File: config.mk
export PLATFORM = sky130hd
export DESIGN_NAME = cook_timer_flat
export DESIGN_NICKNAME = d
export VERILOG_FILES = /design/src/rtl/cook_timer_if.sv /design/src/rtl/cook_timer.sv /design/src/flat_wrapper.sv
export SDC_FILE = /design/constraint.sdc
export NUM_CORES = 1
export LEC_CHECK = 0
export ABC_CLOCK_PERIOD_IN_PS = 4850
export CAP_MARGIN = 25
export CORE_ASPECT_RATIO = 1.1
export CORE_MARGIN = 2
export CORE_UTILIZATION = 50
export DETAILED_ROUTE_END_ITERATION = 10
export GPL_TIMING_DRIVEN = 0
export MAX_ROUTING_LAYER = met4
export PLACE_DENSITY = 0.77
export SYNTH_ARGS = -nofsm -noshare
export SYNTH_HDL_FRONTEND = slang
export SYNTH_SLANG_ARGS = --single-unit
export TNS_END_PERCENT = 100
File: constraint.sdc
create_clock -name clk -period 4.85 [get_ports clk]
set_input_delay 0.7275 -clock clk [delete_from_list [all_inputs] [get_ports clk]]
set_output_delay 0.7275 -clock clk [all_outputs]
set_load 0.02 [all_outputs]
File: src/rtl/cook_timer_if.sv
// Control and display bundle between time_setting and the cook_timer
// countdown engine; master drives the requests, slave answers with state.
interface cook_timer_if;
    logic [5:0] i_min;
    logic [5:0] i_sec;
    logic       i_start;
    logic       i_pause;
    logic       i_cancel;
    logic       i_door_open;
    logic [5:0] o_min;
    logic [5:0] o_sec;
    logic       o_run;
    logic [1:0] o_motor;
    logic       o_done;
    logic       o_buzzer;

    modport master (
        output i_min, i_sec, i_start, i_pause, i_cancel, i_door_open,
        input  o_min, o_sec, o_run, o_motor, o_done, o_buzzer
    );

    modport slave (
        input  i_min, i_sec, i_start, i_pause, i_cancel, i_door_open,
        output o_min, o_sec, o_run, o_motor, o_done, o_buzzer
    );
endinterface

File: src/rtl/cook_timer.sv
// Cook timer countdown engine: 1 Hz min:sec countdown with pause, door
// interlock, cancel, +30 s quick-add, done pulse and timed buzzer.
module cook_timer #(
    parameter int TICK_CNT = 100_000_000,
    parameter int BUZZ_SEC = 3
) (
    input  logic         clk,
    input  logic         rst,
    cook_timer_if.slave  ifc
);
    localparam int TW = (TICK_CNT > 1) ? $clog2(TICK_CNT) : 1;
    localparam int BW = (BUZZ_SEC > 1) ? $clog2(BUZZ_SEC) : 1;
    localparam logic [TW-1:0] TICK_LAST = TW'(TICK_CNT - 1);
    localparam logic [BW-1:0] BUZZ_LAST = BW'(BUZZ_SEC - 1);

    typedef enum logic [1:0] {
        IDLE,
        RUN,
        PAUSE,
        DONE
    } state_t;

    state_t        state_q;
    logic [5:0]    min_q;
    logic [5:0]    sec_q;
    logic [TW-1:0] tick_q;
    logic [BW-1:0] buzz_q;
    logic          run_q;
    logic [1:0]    motor_q;
    logic          done_q;
    logic          buzzer_q;

    logic          tick_end;
    logic [5:0]    ld_min;
    logic [5:0]    ld_sec;
    logic          ld_nz;
    logic [5:0]    dec_min;
    logic [5:0]    dec_sec;
    logic [6:0]    sec_sum;
    logic [5:0]    nx_min;
    logic [5:0]    nx_sec;
    logic          nx_zero;
    logic          start_ok;

    assign tick_end = (tick_q == TICK_LAST);
    assign start_ok = ifc.i_start && !ifc.i_door_open;

    always_comb begin
        ld_min  = (ifc.i_min > 6'd59) ? 6'd59 : ifc.i_min;
        ld_sec  = (ifc.i_sec > 6'd59) ? 6'd59 : ifc.i_sec;
        ld_nz   = (ld_min != 6'd0) || (ld_sec != 6'd0);
        dec_min = min_q;
        dec_sec = sec_q;
        if (tick_end) begin
            if (sec_q != 6'd0) begin
                dec_sec = sec_q - 6'd1;
            end else if (min_q != 6'd0) begin
                dec_min = min_q - 6'd1;
                dec_sec = 6'd59;
            end
        end
        // quick-add applies on top of this cycle's decrement
        sec_sum = {1'b0, dec_sec} + 7'd30;
        nx_min  = dec_min;
        nx_sec  = dec_sec;
        if (ifc.i_start) begin
            if (sec_sum <= 7'd59) begin
                nx_sec = sec_sum[5:0];
            end else if (dec_min == 6'd59) begin
                nx_min = 6'd59;
                nx_sec = 6'd59;
            end else begin
                nx_min = dec_min + 6'd1;
                nx_sec = dec_sec - 6'd30;
            end
        end
        nx_zero = (nx_min == 6'd0) && (nx_sec == 6'd0);
    end

    always_ff @(posedge clk or negedge rst) begin
        if (!rst) begin
            state_q  <= IDLE;
            min_q    <= 6'd0;
            sec_q    <= 6'd0;
            tick_q   <= '0;
            buzz_q   <= '0;
            run_q    <= 1'b0;
            motor_q  <= 2'b00;
            done_q   <= 1'b0;
            buzzer_q <= 1'b0;
        end else begin
            done_q <= 1'b0;
            if (ifc.i_cancel) begin
                state_q  <= IDLE;
                min_q    <= 6'd0;
                sec_q    <= 6'd0;
                tick_q   <= '0;
                buzz_q   <= '0;
                run_q    <= 1'b0;
                motor_q  <= 2'b00;
                buzzer_q <= 1'b0;
            end else begin
                unique case (state_q)
                    IDLE: begin
                        if (start_ok && ld_nz) begin
                            min_q   <= ld_min;
                            sec_q   <= ld_sec;
                            tick_q  <= '0;
                            state_q <= RUN;
                            run_q   <= 1'b1;
                            motor_q <= 2'b01;
                        end
                    end
                    RUN: begin
                        if (ifc.i_door_open || ifc.i_pause) begin
                            state_q <= PAUSE;
                            run_q   <= 1'b0;
                            motor_q <= 2'b00;
                        end else begin
                            tick_q <= tick_end ? '0 : tick_q + TW'(1);
                            min_q  <= nx_min;
                            sec_q  <= nx_sec;
                            if (nx_zero) begin
                                state_q  <= DONE;
                                done_q   <= 1'b1;
                                buzzer_q <= 1'b1;
                                buzz_q   <= '0;
                                run_q    <= 1'b0;
                                motor_q  <= 2'b00;
                            end
                        end
                    end
                    PAUSE: begin
                        if (start_ok) begin
                            state_q <= RUN;
                            run_q   <= 1'b1;
                            motor_q <= 2'b01;
                        end
                    end
                    DONE: begin
                        if (start_ok) begin
                            state_q  <= IDLE;
                            buzzer_q <= 1'b0;
                            tick_q   <= '0;
                            buzz_q   <= '0;
                        end else if (tick_end) begin
                            tick_q <= '0;
                            if (buzz_q == BUZZ_LAST) begin
                                state_q  <= IDLE;
                                buzzer_q <= 1'b0;
                                buzz_q   <= '0;
                            end else begin
                                buzz_q <= buzz_q + BW'(1);
                            end
                        end else begin
                            tick_q <= tick_q + TW'(1);
                        end
                    end
                    default: state_q <= IDLE;
                endcase
            end
        end
    end

    assign ifc.o_min    = min_q;
    assign ifc.o_sec    = sec_q;
    assign ifc.o_run    = run_q;
    assign ifc.o_motor  = motor_q;
    assign ifc.o_done   = done_q;
    assign ifc.o_buzzer = buzzer_q;
endmodule

File: src/flat_wrapper.sv
// flat-port wrapper written by rule: the top's interface ports become plain ports
module cook_timer_flat 
#(
    parameter int TICK_CNT = 100_000_000,
    parameter int BUZZ_SEC = 3
)
  (clk, rst, ifc_i_min, ifc_i_sec, ifc_i_start, ifc_i_pause, ifc_i_cancel, ifc_i_door_open, ifc_o_min, ifc_o_sec, ifc_o_run, ifc_o_motor, ifc_o_done, ifc_o_buzzer);
  cook_timer_if ifc_i ();
  input  logic clk;
  input  logic rst;
  input wire logic [$bits(ifc_i.i_min)-1:0] ifc_i_min;
  input wire logic [$bits(ifc_i.i_sec)-1:0] ifc_i_sec;
  input wire logic [$bits(ifc_i.i_start)-1:0] ifc_i_start;
  input wire logic [$bits(ifc_i.i_pause)-1:0] ifc_i_pause;
  input wire logic [$bits(ifc_i.i_cancel)-1:0] ifc_i_cancel;
  input wire logic [$bits(ifc_i.i_door_open)-1:0] ifc_i_door_open;
  output wire logic [$bits(ifc_i.o_min)-1:0] ifc_o_min;
  output wire logic [$bits(ifc_i.o_sec)-1:0] ifc_o_sec;
  output wire logic [$bits(ifc_i.o_run)-1:0] ifc_o_run;
  output wire logic [$bits(ifc_i.o_motor)-1:0] ifc_o_motor;
  output wire logic [$bits(ifc_i.o_done)-1:0] ifc_o_done;
  output wire logic [$bits(ifc_i.o_buzzer)-1:0] ifc_o_buzzer;
  assign ifc_i.i_min = ifc_i_min;
  assign ifc_i.i_sec = ifc_i_sec;
  assign ifc_i.i_start = ifc_i_start;
  assign ifc_i.i_pause = ifc_i_pause;
  assign ifc_i.i_cancel = ifc_i_cancel;
  assign ifc_i.i_door_open = ifc_i_door_open;
  assign ifc_o_min = ifc_i.o_min;
  assign ifc_o_sec = ifc_i.o_sec;
  assign ifc_o_run = ifc_i.o_run;
  assign ifc_o_motor = ifc_i.o_motor;
  assign ifc_o_done = ifc_i.o_done;
  assign ifc_o_buzzer = ifc_i.o_buzzer;
  cook_timer #(.TICK_CNT(TICK_CNT), .BUZZ_SEC(BUZZ_SEC)) u_core (.clk(clk), .rst(rst), .ifc(ifc_i));
endmodule
==> run metrics <==
required time of the worst setup path=5040 ps; maxcap violations=0; Worst-path clk slew=90 ps; Die Y=96.15 um; Total Die Area=0.008440 mm^2; Avg Inst Size Synth=8.337 um^2; Area growth syn-to-layout=15.20%; Worst R2R Path Depth=18; Syn Nets=495; Final Hold Fails=0; synth top area cells=dfrtp_1 (30%), o21ai_0 (5.7%), nor2_1 (5.6%); WL/cell=16.73 um; area of the core=0.007473 mm^2; Routed WL=10.24 mm; CP endpoint=u_core.ifc.o_buzzer; Sink Count=46; Clock Power Share=10.7%; R2R setup slack=310 ps; share of power burned in combinational logic=65.3%; Hold Worst Slack=340.5 ps; Post-Syn Area=0.003860 mm^2; Setup WS post-layout=314.1 ps; # IOs=35; CTS tree=built; Max-slew headroom=57.32%; Syn Inst Count=463; initial antenna violation count=0; Worst EP arrival=4730 ps; dominant cell type by area after synthesis=dfrtp_1; Synth Warn #=0; slowest cell on the critical path=or2_1; number of global-route vias before repair=3439; 1st-pass router iterations=5; crit-path cells=ha_1 > and3_1 > buf_2 > nand3_1 > or2_1 > nor3_2 > nor2_1 > ha_1 > inv_1 > a41oi_1 > nor2_1 > o2bb2ai_2 > nand3_1 > mux2_4 > a2111oi_4 > buf_4 > and4_1 > o22ai_1; WP depth=18; slew at the pin with the worst max-slew slack=637.9 ps; via count=3672; placed inst area=0.004344 mm^2; critical path's top delay family=simple AND/OR/NAND/NOR gates; post-DP HPWL=7.894 mm; RSZ-0062 raised after global routing=false; HP Class=in -> async; internal power=1.144 mW; GRT Util Overall=26.22%; crit path launch=u_core.tick_q[0]; Leakage=1.844 nW; htree depth=2; R2R Path End=u_core.ifc.o_buzzer; Peak Freq=220.5 MHz; Finished Cell Area=0.004447 mm^2; Clk Latency, worst-skew pair=300 ps; WP buf/inv=3; Pwr per Cell Area=521.6 mW/mm^2; gr ovfl total=0; # DRC=0; Worst path max stage delay=410 ps; final net count=538; Setup-failing EPs final=0; first-pass GRT wire length=16.91 mm; Setup Skew=6.864 ps; CTS root buffer=clkbuf_8; pre-CTS setup slack=204.7 ps; placed insts=603; critical path class=reg -> reg; Setup TNS=0 ps; number of enable flip-flop cells after synthesis=0; most frequent cells in the layout=nor2_1 (58), nand2_1 (54), dfrtp_1 (46); CTS max path bufs=2; critical path peak fanout=9; async set-reset flop share out of synthesis=100.0%; Yosys reg bits=46; antenna fix cells=0; Die X-Extent=87.78 um; status=completed; Routability Congestion=0.9778; Initial Util=51.65%; Slew Viols, Final=0; DR vias/cell=6.000; sequential fraction of the synthesis area=29.82%; Tot Pwr=2.319 mW; CTS Buf Count=5; final core utilization=59.50%; Critical Path Source Type=flop; DR iter-0 viols=348; sequential group share of total power=24.1%; row cnt=33; Post-DRT Antenna Nets=0; top-area cell type share of the netlist area=29.82%; non-filler instance count after layout=612; Sw Ratio=50.68%; port bufs=33; sw power=1.175 mW; fin crit period=4536 ps; Period Utilization, post-route=93.52%; share of layout cells above drive strength 1=12.43%; leading cell type in the layout, fill and taps excluded=nor2_1; hold buffer count at CTS=0; Synth cell types=83; FF-to-FF Start=u_core.tick_q[0]; Max IR drop VDD=0.2314 mV; pin count of the biggest net entering global routing=32; prevailing post-synth register cell=dfrtp_1; CP Capture Type=flop
worst min-delay path by stage:
stage / endpoint / slack [ps] / cells after the start
finish: u_core.tick_q[22] / 340 / 1
global route: u_core.tick_q[18] / 350 / 1
CTS: u_core.tick_q[18] / 340 / 1
detailed placement: u_core.tick_q[2] / 490 / 1
global placement: u_core.tick_q[7] / 480 / 1
floorplan: u_core.buzz_q[0] / 430 / 0
registers in the layout (all words and copies together) (netlist names):
signal	flops
u_core.ifc.o_done	1
u_core.buzz_q	2
u_core.tick_q	27
u_core.state_q	2
u_core.ifc.o_motor	1
u_core.ifc.o_sec	6
u_core.ifc.o_min	6
u_core.ifc.o_buzzer	1
cells by family after synthesis:
family                   count (synthesis)  synth area share (%)
XOR/XNOR                                20                 4.538
AND/OR/NAND/NOR                        226                 33.16
other                                    1               0.09715
multiplexers                            16                 4.376
AO/OA/AOI/OAI                          112                 20.19
buffers and inverters                   28                 3.274
adder cells (fa/ha/maj)                 14                 4.538
flip-flops                              46                 29.82
power groups by stage:
stage          Sequential, mW  Clock [mW]  Combinational (mW)
2_1_floorplan           0.594           0                1.03
3_3_place_gp            0.558           0                1.45
3_5_place_dp            0.562           0                1.48
4_1_cts                 0.553       0.253                1.49
5_1_grt                 0.564       0.266                1.65
6_report                0.558       0.248                1.51
worst register-to-register path: stages (launching register included):
cell and delay (ps):
dfrtp_1 390, ha_1 200, and3_1 160, buf_2 160, nand3_1 320, or2_1 420
nor3_2 330, nor2_1 110, ha_1 370, inv_1 80, a41oi_1 240, nor2_1 90
o2bb2ai_2 210, nand3_1 210, mux2_4 340, a2111oi_4 310, buf_4 220, and4_1 200
o22ai_1 90
synthesized netlist by cell type (all sizes together) (2+ instances only):
cell type	number
o41ai	2
nand4b	3
a21boi	2
and4	8
and2b	2
xnor2	8
o22ai	3
mux2i	12
nor2	58
o21bai	3
a211oi	4
nand3	21
a21o	2
and3	14
mux2	4
nor3	13
o31ai	4
buf	8
nor3b	6
and4b	2
nand4	8
a31oi	6
nor4	9
nand2	56
a2bb2oi	2
and2	7
xor2	12
or3	4
nor4b	3
ha	14
o2bb2ai	3
a221oi	2
nand2b	3
clkbuf	4
nand3b	2
a21oi	19
or2	5
o21ai	46
a31o	3
o21a	2
dfrtp	46
inv	16
per-layer routing:
layer | share of wire (%) | vias up | GRT usage [%]
met5 | 0 | - | -
met2 | 50 | 131 | 44.26
met4 | 2.1 | 0 | 8.205
met1 | 44 | 1744 | 33.30
li1 | - | 1777 | -
met3 | 4.6 | 20 | 2.487
area by class of cell:
class | instances | area [um^2]
multi-input cells | 389 | 2586
plain buffers | 12 | 63.81
clock buffers | 7 | 86.33
flip-flops and latches | 46 | 1151
clock inverters | 1 | 5.005
inverters | 16 | 62.56
well taps | 105 | 131.4
repair buffers | 36 | 360.3
fillers | 664 | 3027
timing repair:
item	in CTS	in global routing
setup buffers	0	1
setup endpoints to repair	0	7
resized for setup	0	1
No activity file was read; power rests on OpenSTA's default activity.
==> patch (same flow settings) <==
Compare `tick_q` against `TICK_LAST` with >= in place of ==.
--- a/src/rtl/cook_timer.sv
+++ b/src/rtl/cook_timer.sv
@@ -43,5 +43,5 @@
     logic          start_ok;
 
-    assign tick_end = (tick_q == TICK_LAST);
+    assign tick_end = (tick_q >= TICK_LAST);
     assign start_ok = ifc.i_start && !ifc.i_door_open;
 
Formal check against the unedited RTL: same outputs for any inputs over 10 cycles, from zero or initial values and one cycle with rst low; that may be too few to reach the edited logic, so the function may still have changed.
==> patch against the original RTL <==
  * Routed wire length rose by 0.33%
  * Synthesized cell count rose by 2.6%
  * Sequential cell count did not move
  * Largest power group unchanged
  * Setup slack improved by 0.058 ns
  * Synthesized area barely moved
  * Design area fell by 0.42%
  * Count of clock-buffer cells in the layout fell by 2
  * Global-route usage barely moved
  * Power fell by 5.8%
==> patch: results (changes against the original RTL) <==
The run finished with clean final reports. The run gives 261 (was 348) as the number of design-rule violations left by the first detailed-router iteration. Net count of the mapped netlist: 505 (was 495).

The maximum number of pins on one net before global-route repair was 26 (was 32). The compound-cell area share of the yosys netlist was 0.2786 (was 0.2019); the number of buffers on the longest clock path was 2 (unchanged). The logs give 0.01640 ns (was 0.006864 ns) for the final clock skew and 0.9737 (was 0.9778) for the final weighted congestion of routability-driven global placement.

Top post-synthesis cells by area: sky130_fd_sc_hd__dfrtp_1 30%, sky130_fd_sc_hd__o21ai_0 8.2%, sky130_fd_sc_hd__nand2_1 5.3%, sky130_fd_sc_hd__ha_1 3.9%, sky130_fd_sc_hd__mux2i_1 3.9% (was sky130_fd_sc_hd__dfrtp_1 30%, sky130_fd_sc_hd__o21ai_0 5.7%, sky130_fd_sc_hd__nor2_1 5.6%, sky130_fd_sc_hd__nand2_1 5.3%, sky130_fd_sc_hd__ha_1 4.5%). The tools report the final wirelength as 10.27 mm (was 10.24 mm). The tools report the static leakage as 1.800 nW (was 1.844 nW). The ratio of cells with drive above 1 in the final layout is 0.1103 (was 0.1243), and the multiplexer area fraction after synthesis is 0.04833 (was 0.04376). The logs give 7.739 mm (was 7.894 mm) for the final HPWL from detailed placement and 3700 (was 3439) for the number of global-route vias before repair. Top cell types by occurrence after synthesis: 63 x sky130_fd_sc_hd__o21ai_0, 54 x sky130_fd_sc_hd__nand2_1, 46 x sky130_fd_sc_hd__dfrtp_1 (was 58 x sky130_fd_sc_hd__nor2_1, 54 x sky130_fd_sc_hd__nand2_1, 46 x sky130_fd_sc_hd__dfrtp_1). The highest ir drop seen on vdd came out at 0.3007 mV (was 0.2314 mV). The average cell area after synthesis was 8.121 um2 (was 8.337 um2).

The terminus of the critical flop-to-flop path is u_core.state_q[1] (was u_core.ifc.o_buzzer). The path class of the lowest-slack min-delay path was in -> async (unchanged). The clock edge transition at the registers on the reported setup and hold paths came out at 0.11 ns (was 0.09 ns). The power consumed by sequential cells was 0.541 mW (was 0.558 mW); the xor/xnor share of the synthesized area was 0.02271 (was 0.04538). The start point of the critical path was u_core.ifc.o_sec[0] (was u_core.tick_q[0]). The stage delay of the slowest cell on the critical path came out at 0.48 ns (was 0.41 ns). Flop-to-flop setup slack: 0.37 ns (was 0.31 ns). The number of nets at the end of the flow was 546 (was 538); the total net switching power was 1.083 mW (was 1.175 mW).

The worst slew slack as a fraction of its limit is 0.5218 (was 0.5732), and the arithmetic-cell share of the synthesized area counting full adders, half adders and majority gates is 0.03892 (was 0.04538). The global-route wire length before repair was 17.24 mm (was 16.91 mm). The mean number of vias per cell works out to 6.140 (was 6.000).

The worst reg2reg path depth is 16 (was 18).
-- patch: cell type report --
cell class,instances,area (um2)
repair buffers,34,345.3
inverters,21,78.83
flip-flops and latches,46,1151
multi-input cells,386,2516
fillers,685,3045
well taps,105,131.4
plain buffers,22,111.4
clock inverters,3,25.02
clock buffers,5,68.82
-- patch: per-layer routing --
| layer | vias up | wire (um) | track usage |
|---|---|---|---|
| li1 | 1846 | - | - |
| met1 | 1844 | 4416 | 0.3101 |
| met2 | 113 | 5323 | 0.4672 |
| met3 | 16 | 404 | 0.03173 |
| met4 | 0 | 125 | 0.07179 |
| met5 | - | 0 | - |
-- patch: through the flow --
step,total power [mW],instances,cell area (um2),setup slack [ns],hold WS [ns]
2_1_floorplan,1.515,475,3857,1.023,0.4319
3_3_place_gp,1.891,613,4319,0.5915,0.4633
3_5_place_dp,1.915,614,4334,0.5013,0.4724
4_1_cts,2.177,622,4428,0.4638,0.4019
5_1_grt,2.355,622,4428,0.1350,0.4219
6_report,2.185,622,4428,0.3721,0.3858
